## src/rtl/mem_bus_arbiter.sv

```systemverilog
// mem_bus_arbiter: two-master (IFU=m0, LSU=m1) to one-slave memory bus arbiter, one transaction at a time.
// Define ARB_RR_EN for round-robin tie-breaking; default build gives m1 fixed priority.
module mem_bus_arbiter #(
  parameter int AW = 32,
  parameter int DW = 32
) (
  input  logic            clk,
  input  logic            rst,
  input  logic            m0_req_valid,
  output logic            m0_req_ready,
  input  logic [AW-1:0]   m0_addr,
  input  logic            m0_wen,
  input  logic [DW-1:0]   m0_wdata,
  input  logic [DW/8-1:0] m0_wmask,
  output logic            m0_resp_valid,
  input  logic            m0_resp_ready,
  output logic [DW-1:0]   m0_rdata,
  output logic            m0_resp_err,
  input  logic            m1_req_valid,
  output logic            m1_req_ready,
  input  logic [AW-1:0]   m1_addr,
  input  logic            m1_wen,
  input  logic [DW-1:0]   m1_wdata,
  input  logic [DW/8-1:0] m1_wmask,
  output logic            m1_resp_valid,
  input  logic            m1_resp_ready,
  output logic [DW-1:0]   m1_rdata,
  output logic            m1_resp_err,
  output logic            s_req_valid,
  input  logic            s_req_ready,
  output logic [AW-1:0]   s_addr,
  output logic            s_wen,
  output logic [DW-1:0]   s_wdata,
  output logic [DW/8-1:0] s_wmask,
  input  logic            s_resp_valid,
  output logic            s_resp_ready,
  input  logic [DW-1:0]   s_rdata,
  input  logic            s_resp_err,
  output logic [1:0]      gnt,
  output logic            busy
);
  typedef enum logic [1:0] {IDLE, REQ, RESP} state_t;
  state_t     state_q, state_d;
  logic [1:0] gnt_q, gnt_d;
  logic       last_q, last_d;
  logic       win, sel, in_req, in_resp, g_req_valid, g_resp_ready;
  assign sel          = gnt_q[1];
  assign in_req       = state_q == REQ;
  assign in_resp      = state_q == RESP;
  assign g_req_valid  = sel ? m1_req_valid : m0_req_valid;
  assign g_resp_ready = sel ? m1_resp_ready : m0_resp_ready;
  // m1 wins any tie unless round-robin hands it to whoever did not go last
  always_comb begin
    win = m1_req_valid;
`ifdef ARB_RR_EN
    if (m0_req_valid && m1_req_valid) win = ~last_q;
`endif
  end
  always_comb begin
    state_d = state_q;
    gnt_d   = gnt_q;
    last_d  = last_q;
    if (state_q == IDLE && (m0_req_valid || m1_req_valid)) begin
      state_d = REQ;
      gnt_d   = win ? 2'b10 : 2'b01;
    end else if (in_req && g_req_valid && s_req_ready) begin
      state_d = RESP;
    end else if (in_resp && s_resp_valid && g_resp_ready) begin
      state_d = IDLE;
      gnt_d   = 2'b00;
      last_d  = sel;
    end
  end
  always_ff @(posedge clk or posedge rst) begin
    if (rst) begin
      state_q <= IDLE;
      gnt_q   <= 2'b00;
      last_q  <= 1'b1;
    end else begin
      state_q <= state_d;
      gnt_q   <= gnt_d;
      last_q  <= last_d;
    end
  end
  assign s_req_valid   = in_req && g_req_valid;
  assign s_addr        = in_req ? (sel ? m1_addr : m0_addr) : '0;
  assign s_wen         = in_req && (sel ? m1_wen : m0_wen);
  assign s_wdata       = in_req ? (sel ? m1_wdata : m0_wdata) : '0;
  assign s_wmask       = in_req ? (sel ? m1_wmask : m0_wmask) : '0;
  assign m0_req_ready  = in_req && !sel && s_req_ready;
  assign m1_req_ready  = in_req && sel && s_req_ready;
  assign s_resp_ready  = in_resp && g_resp_ready;
  assign m0_resp_valid = in_resp && !sel && s_resp_valid;
  assign m1_resp_valid = in_resp && sel && s_resp_valid;
  assign m0_rdata      = s_rdata;
  assign m1_rdata      = s_rdata;
  assign m0_resp_err   = s_resp_err;
  assign m1_resp_err   = s_resp_err;
  assign gnt           = gnt_q;
  assign busy          = state_q != IDLE;
endmodule
```

## config.mk

```make
export PLATFORM = sky130hd
export DESIGN_NAME = mem_bus_arbiter
export DESIGN_NICKNAME = d
export VERILOG_FILES = /design/src/rtl/mem_bus_arbiter.sv
export SDC_FILE = /design/constraint.sdc
export NUM_CORES = 1
export LEC_CHECK = 0
export CAP_MARGIN = 20
export CORE_AREA = 2 2 125 127
export CTS_CLUSTER_DIAMETER = 60
export DETAILED_ROUTE_END_ITERATION = 10
export DIE_AREA = 0 0 127 129
export PLACE_DENSITY = 0.48
export SLEW_MARGIN = 20
export SYNTH_ARGS = -nofsm -noshare
export SYNTH_HDL_FRONTEND = slang
export SYNTH_SLANG_ARGS = --single-unit
```

## constraint.sdc

```tcl
create_clock -name clk -period 1.7 [get_ports clk]
set_input_delay 0.34 -clock clk [delete_from_list [all_inputs] [get_ports clk]]
set_output_delay 0.34 -clock clk [all_outputs]
set_load 0.005 [all_outputs]
```

==> results of run 1 <==
[through the flow]
stage	power (mW)	hold WS [ns]
final	4.277	0.3039
after global routing	4.556	0.3507
after CTS	3.425	0.3110
after detailed placement	3.372	0.5453
after global placement	3.350	0.5553
after floorplan	1.634	0.1061
[layer usage]
layer / GRT usage / vias up
li1: - / 1031
met1: 0.08973 / 998
met2: 0.1581 / 149
met3: 0.02370 / 25
met4: 0.03103 / 0
met5: 0 / -
[cells in the final DEF (no fill, tap or decap), drive strengths merged]
master / instances
o21a: 1
clkdlybuf4s50: 146
nor2b: 1
nor2: 8
a21boi: 1
nor3: 1
a22o: 69
or3b: 1
clkbuf: 21
nand3b: 1
nand4: 1
dlygate4sd2: 1
inv: 4
dfrtp: 4
buf: 115
o21ai: 3
mux2i: 1
dlymetal6s2s: 3
diode: 1
nand2: 2
mux2: 1
and2: 2
nand2b: 1
[cells by family (layout without fill, tap and decap cells)]
logic type             Yosys count  after routing  share of synthesized area
AND/OR/NAND/NOR                 18             18                    0.08334
AO/OA/AOI/OAI                   74             74                     0.4063
other                            0              1                          0
buffers and inverters           85            290                     0.4327
multiplexers                     2              2                    0.01362
flip-flops                       4              4                    0.06411
[report_power, final]
| group | internal (mW) | leakage [nW] | switching, mW |
|---|---|---|---|
| Clock | 0.301 | 0.0370 | 0.0685 |
| Combinational | 2.32 | 1.74 | 1.42 |
| Sequential | 0.137 | 0.0458 | 0.0296 |
| Total | 2.76 | 1.83 | 1.52 |
[flip-flops by register name (all words and copies together), names as in the netlist]
name and flops:
gnt 2, state_q 2
[final timing paths]
kind | cells after the start | slack, ns | start | end
setup / recovery | 7 | -0.30 | state_q[1]$_DFFE_PP0P_ | s_wdata[22]
hold / removal | 2 | 0.30 | rst | state_q[0]$_DFFE_PP0P_
setup reg to reg | 6 | 0.34 | state_q[0]$_DFFE_PP0P_ | gnt[0]$_DFFE_PP0P_
hold reg to reg | 2 | 0.56 | gnt[0]$_DFFE_PP0P_ | gnt[0]$_DFFE_PP0P_
max in group asynchronous | 2 | 1.24 | rst | gnt[0]$_DFFE_PP0P_
min in group clk | 2 | 0.56 | gnt[0]$_DFFE_PP0P_ | gnt[0]$_DFFE_PP0P_
[layout make-up]
class                      instances  area (sq um)  area share
clock buffer                       3         75.07     0.01933
multi-input combinational         94         823.3      0.2120
timing repair buffer             283          2633      0.6778
antenna                            1         2.502   0.0006443
inverter                           4         15.01    0.003866
tap                              188         235.2     0.06057
sequential                         4         100.1     0.02577
[timing repair]
| item | CTS | global route |
|---|---|---|
| pin swaps | 2 | 53 |
| resized for setup | 206 | 101 |
| endpoints found under the setup margin | 76 | 75 |
| setup buffers | 3 | 36 |
| gates cloned | 0 | 7 |
==> summary.txt, run 1 <==
Final min period: 2.003 ns
startpoint types: flop
initial antenna violation count: 1
initial core utilization: 0.1043
DP Cell Count: 527
CP max FO: 6
clock slew seen by the registers of the worst setup and hold paths: 0.03 ns
Overflow after GRT: 0
Required @ worst endpoint: 1.36 ns
pre-CTS WS: -0.3498 ns
Critical-path top delay cell: dfrtp_1
worst path arrival time: 1.66 ns
CP Buf/Inv Count: 4
global-route wire length before repair: 10.88 mm
Layout fillers: 1,622
1st-iter DRT viols: 64
area of the core: 14,980 sq um
failing checks: negative setup slack
run status: finished, violations left
clock root cell: clkbuf_16
DRT Pass-1 Iters: 4
H-tree depth: 1
highest routed layer: met4
synth-to-layout area growth: 148.7%
DP Area: 3548 sq um
maximum number of pins on one net before global-route repair: 31
Worst slew margin: 0.8771
CP delay by family, top: buffers and inverters
skew final: 0.0008681 ns
total I/O pin count: 323
deepest clock path buffer count: 2
cts bufs inserted: 3
setup TNS: -15.39 ns
maximum vdd drop: 0.4757 mV
port bufs: 223
RSZ-0062 raised after global routing: true
Slew Limit Fails: 0
Post-synth EDFFs: 0
Crit path largest cell delay: 0.36 ns
Routed WL: 9.442 mm
die height: 129 microns
PwrDens: 1101 nW/um^2
final hold vios: 0
yosys warns: 0
Worst-Margin Slew: 0.1805 ns
post-synth top area share: 0.3870
dpl hpwl: 6.757 mm
final worst slack: -0.3025 ns
fin nets: 569
TritonCTS clock tree: done
Mapped Avg Cell Area: 8.533 sq um
prevailing post-synth register cell: dfrtp_1
Final Cell Area: 3884 sq um
max frequency: 0.4994 GHz
most frequent cell on the critical path: buf_6
Post-Synthesis Cell Area: 1561 sq um
Detail Route Antenna Nets: 0
share of the yosys chip area belonging to registers: 0.06410
worst path cell trace: nand2b_4 -> nor2_8 -> clkbuf_16 -> buf_6 -> buf_6 -> a22o_1 -> buf_6
All-Layer GR Usage: 0.08416
WL met2: 4.736 mm
clk_lat worst skew: 0.22 ns
Leakage Power: 1.827 nW
Yosys cell types: 20
Post-Syn Instances: 183
vias post-DR: 2,203
Final Cycle Share: 1.178
Placer Congestion: 0.7365
post-synth net total: 362
DIE AREA: 16,380 sq um
Post-synth top cells: a22o_1 (69), buf_4 (67), buf_6 (14), nor2_1 (6)
average wire per standard cell: 16.36 microns
count of final setup violators: 71
Util after Layout: 0.2593
Die X: 127 microns
share of cells above drive strength 1: 0.3814
vias in the first global route: 2,039
Async SR Flop Fraction: 1.000
vias per inst: 3.818
met3 WL: 912 microns
Worst Hold Class: in2async
leading area contributor after synthesis: a22o_1
count of max-cap constraint violations: 0
DRC: 0
most numerous cell in the Yosys netlist: a22o_1
WS Path Type: reg2out
largest cells by area after synthesis: a22o_1 (39%), buf_4 (32%), buf_6 (10%), dfrtp_1 (6.4%), nor2_8 (2.6%)
row count: 45
Metal-1 WL: 3.517 mm
CP Capture Type: output pin
post-cts hold buffer count: 0
Finished Layout Cells: 577
#FFs+latches synth: 4
clock sink count: 4
(Power assumes the default switching activity.)
==> inputs of run 2 (changes only) <==
--- a/config.mk
+++ b/config.mk
@@ -11,7 +11,6 @@
 export DETAILED_ROUTE_END_ITERATION = 10
 export DIE_AREA = 0 0 127 129
 export PLACE_DENSITY = 0.48
-export SLEW_MARGIN = 20
 export SYNTH_ARGS = -nofsm -noshare
 export SYNTH_HDL_FRONTEND = slang
 export SYNTH_SLANG_ARGS = --single-unit
==> constraint.sdc (replaced) <==
create_clock -name clk -period 2.22 [get_ports clk]
set_input_delay 0.444 -clock clk [delete_from_list [all_inputs] [get_ports clk]]
set_output_delay 0.444 -clock clk [all_outputs]
set_load 0.005 [all_outputs]
==> summary.txt, run 2 (synthesized netlist as in run 1, its figures left out) <==
area of the core: 14,980 sq um (unchanged)
most frequent cells in the layout: clkdlybuf4s50_1 (153), a22o_1 (68), dlygate4sd2_1 (45)
final worst slack: -0.004556 ns (+0.2980 ns)
Worst slew margin: 0.8377 (-0.03937)
DIE AREA: 16,380 sq um (unchanged)
maximum number of pins on one net before global-route repair: 32 (+3.2%)
Final Cell Area: 3816 sq um (-1.7%)
count of max-cap constraint violations: 0 (unchanged)
1st-iter DRT viols: 41 (-36%)
Final Cycle Share: 1.002
max frequency: 0.4495 GHz
Placer Congestion: 0.7303 (-0.84%)
global-route wire length before repair: 11.14 mm (+2.3%)
vias per inst: 3.772 (-1.2%)
DP Area: 3578 sq um (+0.85%)
post-cts hold buffer count: 0 (unchanged)
deepest clock path buffer count: 2 (unchanged)
Finished Layout Cells: 552 (-4.3%)
CP Capture Type: output pin
Required @ worst endpoint: 1.78 ns (+0.42 ns)
initial core utilization: 0.1043 (unchanged)
Die X: 127 microns (unchanged)
count of final setup violators: 2 (-97%)
startpoint types: flop
DRT Pass-1 Iters: 4 (unchanged)
die height: 129 microns (unchanged)
run status: finished, violations left
worst r2r src: gnt[1]$_DFFE_PP0P_
total I/O pin count: 323 (unchanged)
row count: 45 (unchanged)
clock slew seen by the registers of the worst setup and hold paths: 0.03 ns (about the same)
DP Cell Count: 531 (+0.76%)
Overflow after GRT: 0 (unchanged)
commonest non-fill, non-tap cell in the layout: clkdlybuf4s50_1
r2r setup slk: 0.87 ns (+0.53 ns)
All-Layer GR Usage: 0.08702 (+0.002866)
H-tree depth: 1 (unchanged)
WS Path Type: reg2out
port bufs: 223 (unchanged)
clock sink count: 4 (unchanged)
average wire per standard cell: 15.28 microns (-6.6%)
failing checks: negative setup slack
clock root cell: clkbuf_16
dpl hpwl: 6.842 mm (+1.3%)
RSZ-0062 raised after global routing: true
Final min period: 2.225 ns
TritonCTS clock tree: done
worst r2r dst: gnt[0]$_DFFE_PP0P_
vias in the first global route: 2,061 (+1.1%)
skew final: 0.001272 ns (+0.0004040 ns)
Worst Hold Class: in2async
PwrDens: 742.6 nW/um^2 (-33%)
share of cells above drive strength 1: 0.1319 (-0.2496)
Detail Route Antenna Nets: 0 (unchanged)
Slew Limit Fails: 0 (unchanged)
final hold vios: 0 (unchanged)
diodes inserted: 0 (-1)
maximum vdd drop: 0.2749 mV (-42%)
vias post-DR: 2,082 (-5.5%)
fin nets: 545 (-4.2%)
DRC: 0 (unchanged)
worst reg2reg path depth: 5 (-1)
initial antenna violation count: 0 (-1)
Leakage Power: 1.877 nW (+2.7%)
worst path arrival time: 1.78 ns (+0.12 ns)
clk_lat worst skew: 0.23 ns (about the same)
CP Launch Point: state_q[1]$_DFFE_PP0P_
cts bufs inserted: 3 (unchanged)
CP max FO: 14 (+8)
Layout fillers: 1,646 (+1.5%)
synth-to-layout area growth: 144.4%
Worst-Margin Slew: 0.2366 ns (+0.05614 ns)
Setup crit end: s_wmask[2]
Routed WL: 8.433 mm (-11%)
[run 2: cell count changes in the layout (fill, tap and decap cells not counted), sizes merged]
| cell | delta |
|---|---|
| clkdlybuf4s50 | +7 |
| clkbuf | -16 |
| dlymetal6s2s | +9 |
| diode | -1 |
| clkdlybuf4s15 | +12 |
| buf | -80 |
| dlygate4sd2 | +44 |
[run 2: layout make-up]
cell class	instances	area (sq um)	share of cell area
Clock buffer	3	75.07	0.01967
Inverter	4	15.01	0.003934
Multi-Input combinational cell	94	794.5	0.2082
Sequential cell	4	101.3	0.02656
Tap cell	188	235.2	0.06164
Timing Repair Buffer	259	2595	0.6800
[run 2: layer usage]
metal	global-route usage	share of wire	vias up	wire length (microns)
li1	-	-	978	-
met1	0.09618	0.37	934	3106
met2	0.1629	0.51	148	4324
met3	0.02328	0.10	22	843
met4	0.02650	0.019	0	159
met5	0	0	-	0
[run 2: worst min-delay path by stage]
| stage | startpoint | to | slack, ns | cells past startpoint |
|---|---|---|---|---|
| floorplan | rst | gnt[0]$_DFFE_PP0P_ | 0.21 | 1 |
| global placement | gnt[0]$_DFFE_PP0P_ | gnt[0]$_DFFE_PP0P_ | 0.56 | 2 |
| detailed placement | gnt[0]$_DFFE_PP0P_ | gnt[0]$_DFFE_PP0P_ | 0.56 | 2 |
| CTS | rst | gnt[0]$_DFFE_PP0P_ | 0.42 | 2 |
| global route | rst | gnt[0]$_DFFE_PP0P_ | 0.45 | 2 |
| finish | rst | gnt[0]$_DFFE_PP0P_ | 0.42 | 2 |
[run 2: repair_timing]
item,CTS,global route
pin swaps,1,2
cloned,1,1
setup buffers,6,11
gates resized for setup,67,26
setup endpoints to repair,71,15
[run 2: metrics by stage]
stage / hold WS (ns) / setup slack [ns] / util / total power, mW / TNS (ns)
6_report: 0.4172 / -0.004556 / 0.2548 / 2.834 / -0.006599
5_1_grt: 0.4488 / -0.09780 / 0.2548 / 3.039 / -0.1792
4_1_cts: 0.4233 / -0.08835 / 0.2467 / 2.812 / -0.6977
3_5_place_dp: 0.5589 / -0.04152 / 0.2389 / 2.584 / -0.04152
3_3_place_gp: 0.5577 / -0.01870 / 0.2389 / 2.592 / -0.03692
2_1_floorplan: 0.2101 / 0.6921 / - / 1.251 / 0
[run 2: where the power goes]
group	internal, mW	switching, mW	leakage [nW]
Sequential	0.107	0.0318	0.0446
Clock	0.230	0.0536	0.0370
Combinational	1.52	0.895	1.80
Total	1.85	0.980	1.88
[run 2: worst max-delay path, cell delays in order, from the launching register on]
cell             delay (ns)
dfrtp_1                0.37
nand2b_4               0.20
nor2_8                 0.14
buf_6                  0.19
a22o_1                 0.16
clkdlybuf4s50_1        0.49
==> inputs of run 3 (changes only) <==
--- a/config.mk
+++ b/config.mk
@@ -5,12 +5,13 @@
 export SDC_FILE = /design/constraint.sdc
 export NUM_CORES = 1
 export LEC_CHECK = 0
-export CAP_MARGIN = 20
+export CAP_MARGIN = 30
 export CORE_AREA = 2 2 125 127
 export CTS_CLUSTER_DIAMETER = 60
 export DETAILED_ROUTE_END_ITERATION = 10
 export DIE_AREA = 0 0 127 129
 export PLACE_DENSITY = 0.48
+export REMOVE_ABC_BUFFERS = 1
 export SYNTH_ARGS = -nofsm -noshare
 export SYNTH_HDL_FRONTEND = slang
 export SYNTH_SLANG_ARGS = --single-unit
==> summary.txt, run 3 (synthesized netlist as in run 1, its figures left out) <==
run status: finished clean
CP max FO: 16 (+2)
max frequency: 0.4618 GHz (+2.7%)
vias per inst: 4.190 (+11%)
diodes inserted: 0 (unchanged)
DIE AREA: 16,380 sq um (unchanged)
skew final: 0.002436 ns (+0.001164 ns)
Crit path largest cell delay: 0.34 ns (-0.15 ns)
maximum number of pins on one net before global-route repair: 45 (+41%)
global-route wire length before repair: 18.12 mm (+63%)
Overflow after GRT: 0 (unchanged)
WS Path Type: reg2out
count of final setup violators: 0 (-2)
deepest clock path buffer count: 2 (unchanged)
DP Cell Count: 525 (-1.1%)
initial antenna violation count: 0 (unchanged)
Util after Layout: 0.2543 (-0.0005020)
Detail Route Antenna Nets: 0 (unchanged)
PwrDens: 772.2 nW/um^2 (+4.0%)
area of the core: 14,980 sq um (unchanged)
final hold vios: 0 (unchanged)
synth-to-layout area growth: 143.9%
Worst slew margin: 0.8049 (-0.03282)
TritonCTS clock tree: done
Final min period: 2.166 ns (-0.05905 ns)
maximum vdd drop: 0.3707 mV (+35%)
vias post-DR: 2,275 (+9.3%)
Placer Congestion: 0.8404 (+15%)
average wire per standard cell: 27.91 microns (+83%)
row count: 45 (unchanged)
total I/O pin count: 323 (unchanged)
Critical-path top delay cell: dfrtp_1
Required @ worst endpoint: 1.78 ns (about the same)
Slew Limit Fails: 0 (unchanged)
Die X: 127 microns (unchanged)
worst path cell trace: nand2b_4 -> nor2_8 -> buf_4 -> buf_12 -> buf_16 -> a22o_1 -> dlygate4sd2_1
fin nets: 536 (-1.7%)
Leakage Power: 1.868 nW (-0.46%)
RSZ-0062 raised after global routing: false
CP Capture Type: output pin
clock sink count: 4 (unchanged)
DRT Pass-1 Iters: 4 (unchanged)
worst path arrival time: 1.72 ns (-0.06 ns)
Worst Hold Class: in2async
Finished Layout Cells: 543 (-1.6%)
clock root cell: clkbuf_16
worst hold slack: 0.4032 ns (-0.01410 ns)
total power: 2.941 mW (+3.8%)
initial core utilization: 0.1043 (unchanged)
Final Cycle Share: 0.9755 (-0.02660)
cts bufs inserted: 3 (unchanged)
Worst-Margin Slew: 0.2845 ns (+0.04787 ns)
Layout fillers: 1,623 (-1.4%)
H-tree depth: 1 (unchanged)
DRC: 0 (unchanged)
count of max-cap constraint violations: 0 (unchanged)
clk_lat worst skew: 0.23 ns (about the same)
most frequent cells in the layout: clkdlybuf4s50_1 (152), a22o_1 (67), dlygate4sd2_1 (50)
vias in the first global route: 2,183 (+5.9%)
share of cells above drive strength 1: 0.1099 (-0.02201)
1st-iter DRT viols: 122 (+200%)
die height: 129 microns (unchanged)
setup TNS: 0 ns (+0.006599 ns)
All-Layer GR Usage: 0.1612 (+0.07418)
startpoint types: flop
commonest non-fill, non-tap cell in the layout: clkdlybuf4s50_1
Routed WL: 15.15 mm (+80%)
clock slew seen by the registers of the worst setup and hold paths: 0.03 ns (about the same)
port bufs: 223 (unchanged)
dpl hpwl: 12.30 mm (+80%)
run 3: changes by cell type in the layout (fill, tap and decap cells not counted), moves of 2 or more:
| cell | change |
|---|---|
| buf_4 | -9 |
| dlygate4sd2_1 | +5 |
| clkbuf_16 | +2 |
| buf_6 | -4 |
| clkdlybuf4s15_1 | -3 |
run 3: critical path: cells and delay by family (launching register included):
kind                   cells  cell delay (ns)
AOI/OAI and AO/OA          1             0.23
and+or+nand+nor            2             0.25
buffers and inverters      4             0.67
DFF                        1             0.34
run 3: where the power goes:
part / switching [mW] / internal, mW / leakage (nW)
Clock: 0.0518 / 0.230 / 0.0370
Sequential: 0.0355 / 0.107 / 0.0446
Combinational: 0.991 / 1.53 / 1.79
run 3: final cells by class:
class,count,area [sq um],share of cell area
Multi-Input combinational cell,94,803.3,0.2109
Sequential cell,4,101.3,0.02661
Clock buffer,3,75.07,0.01971
Inverter,4,15.01,0.003942
Timing Repair Buffer,250,2579,0.6771
Tap cell,188,235.2,0.06176
run 3: what timing repair did:
action,in CTS,in global routing
gates cloned,1,3
resized for setup,64,22
hold buffers,0,0
pin swaps,2,7
endpoints found under the setup margin,72,13
buffers inserted,5,6
run 3: worst paths after layout:
check                                            start                     end  slack (ns)  cells after the start
worst min-delay path                               rst  state_q[1]$_DFFE_PP0P_        0.40                      2
min in group clk                    gnt[0]$_DFFE_PP0P_      gnt[0]$_DFFE_PP0P_        0.59                      2
worst min register to register      gnt[0]$_DFFE_PP0P_      gnt[0]$_DFFE_PP0P_        0.59                      2
max in group asynchronous                          rst      gnt[1]$_DFFE_PP0P_        1.65                      2
worst max-delay path            state_q[1]$_DFFE_PP0P_              s_addr[30]        0.05                      7
worst max register to register      gnt[1]$_DFFE_PP0P_      gnt[0]$_DFFE_PP0P_        0.94                      4
run 3: stage by stage:
| stage | worst slack [ns] | area [sq um] |
|---|---|---|
| 6_report | 0.05449 | 3809 |
| 5_1_grt | 0.0004825 | 3809 |
| 4_1_cts | -0.1594 | 3635 |
| 3_5_place_dp | 0.02561 | 3508 |
| 3_3_place_gp | 0.04367 | 3508 |
| 2_1_floorplan | 0.3039 | 900.9 |
run 3: routing by layer:
metal	GRT usage	routed length, microns	vias up
li1	-	-	965
met4	0.009696	23	2
met2	0.2438	6568	222
met3	0.1297	2703	5
met5	0.05000	73	-
met1	0.1828	5786	1081
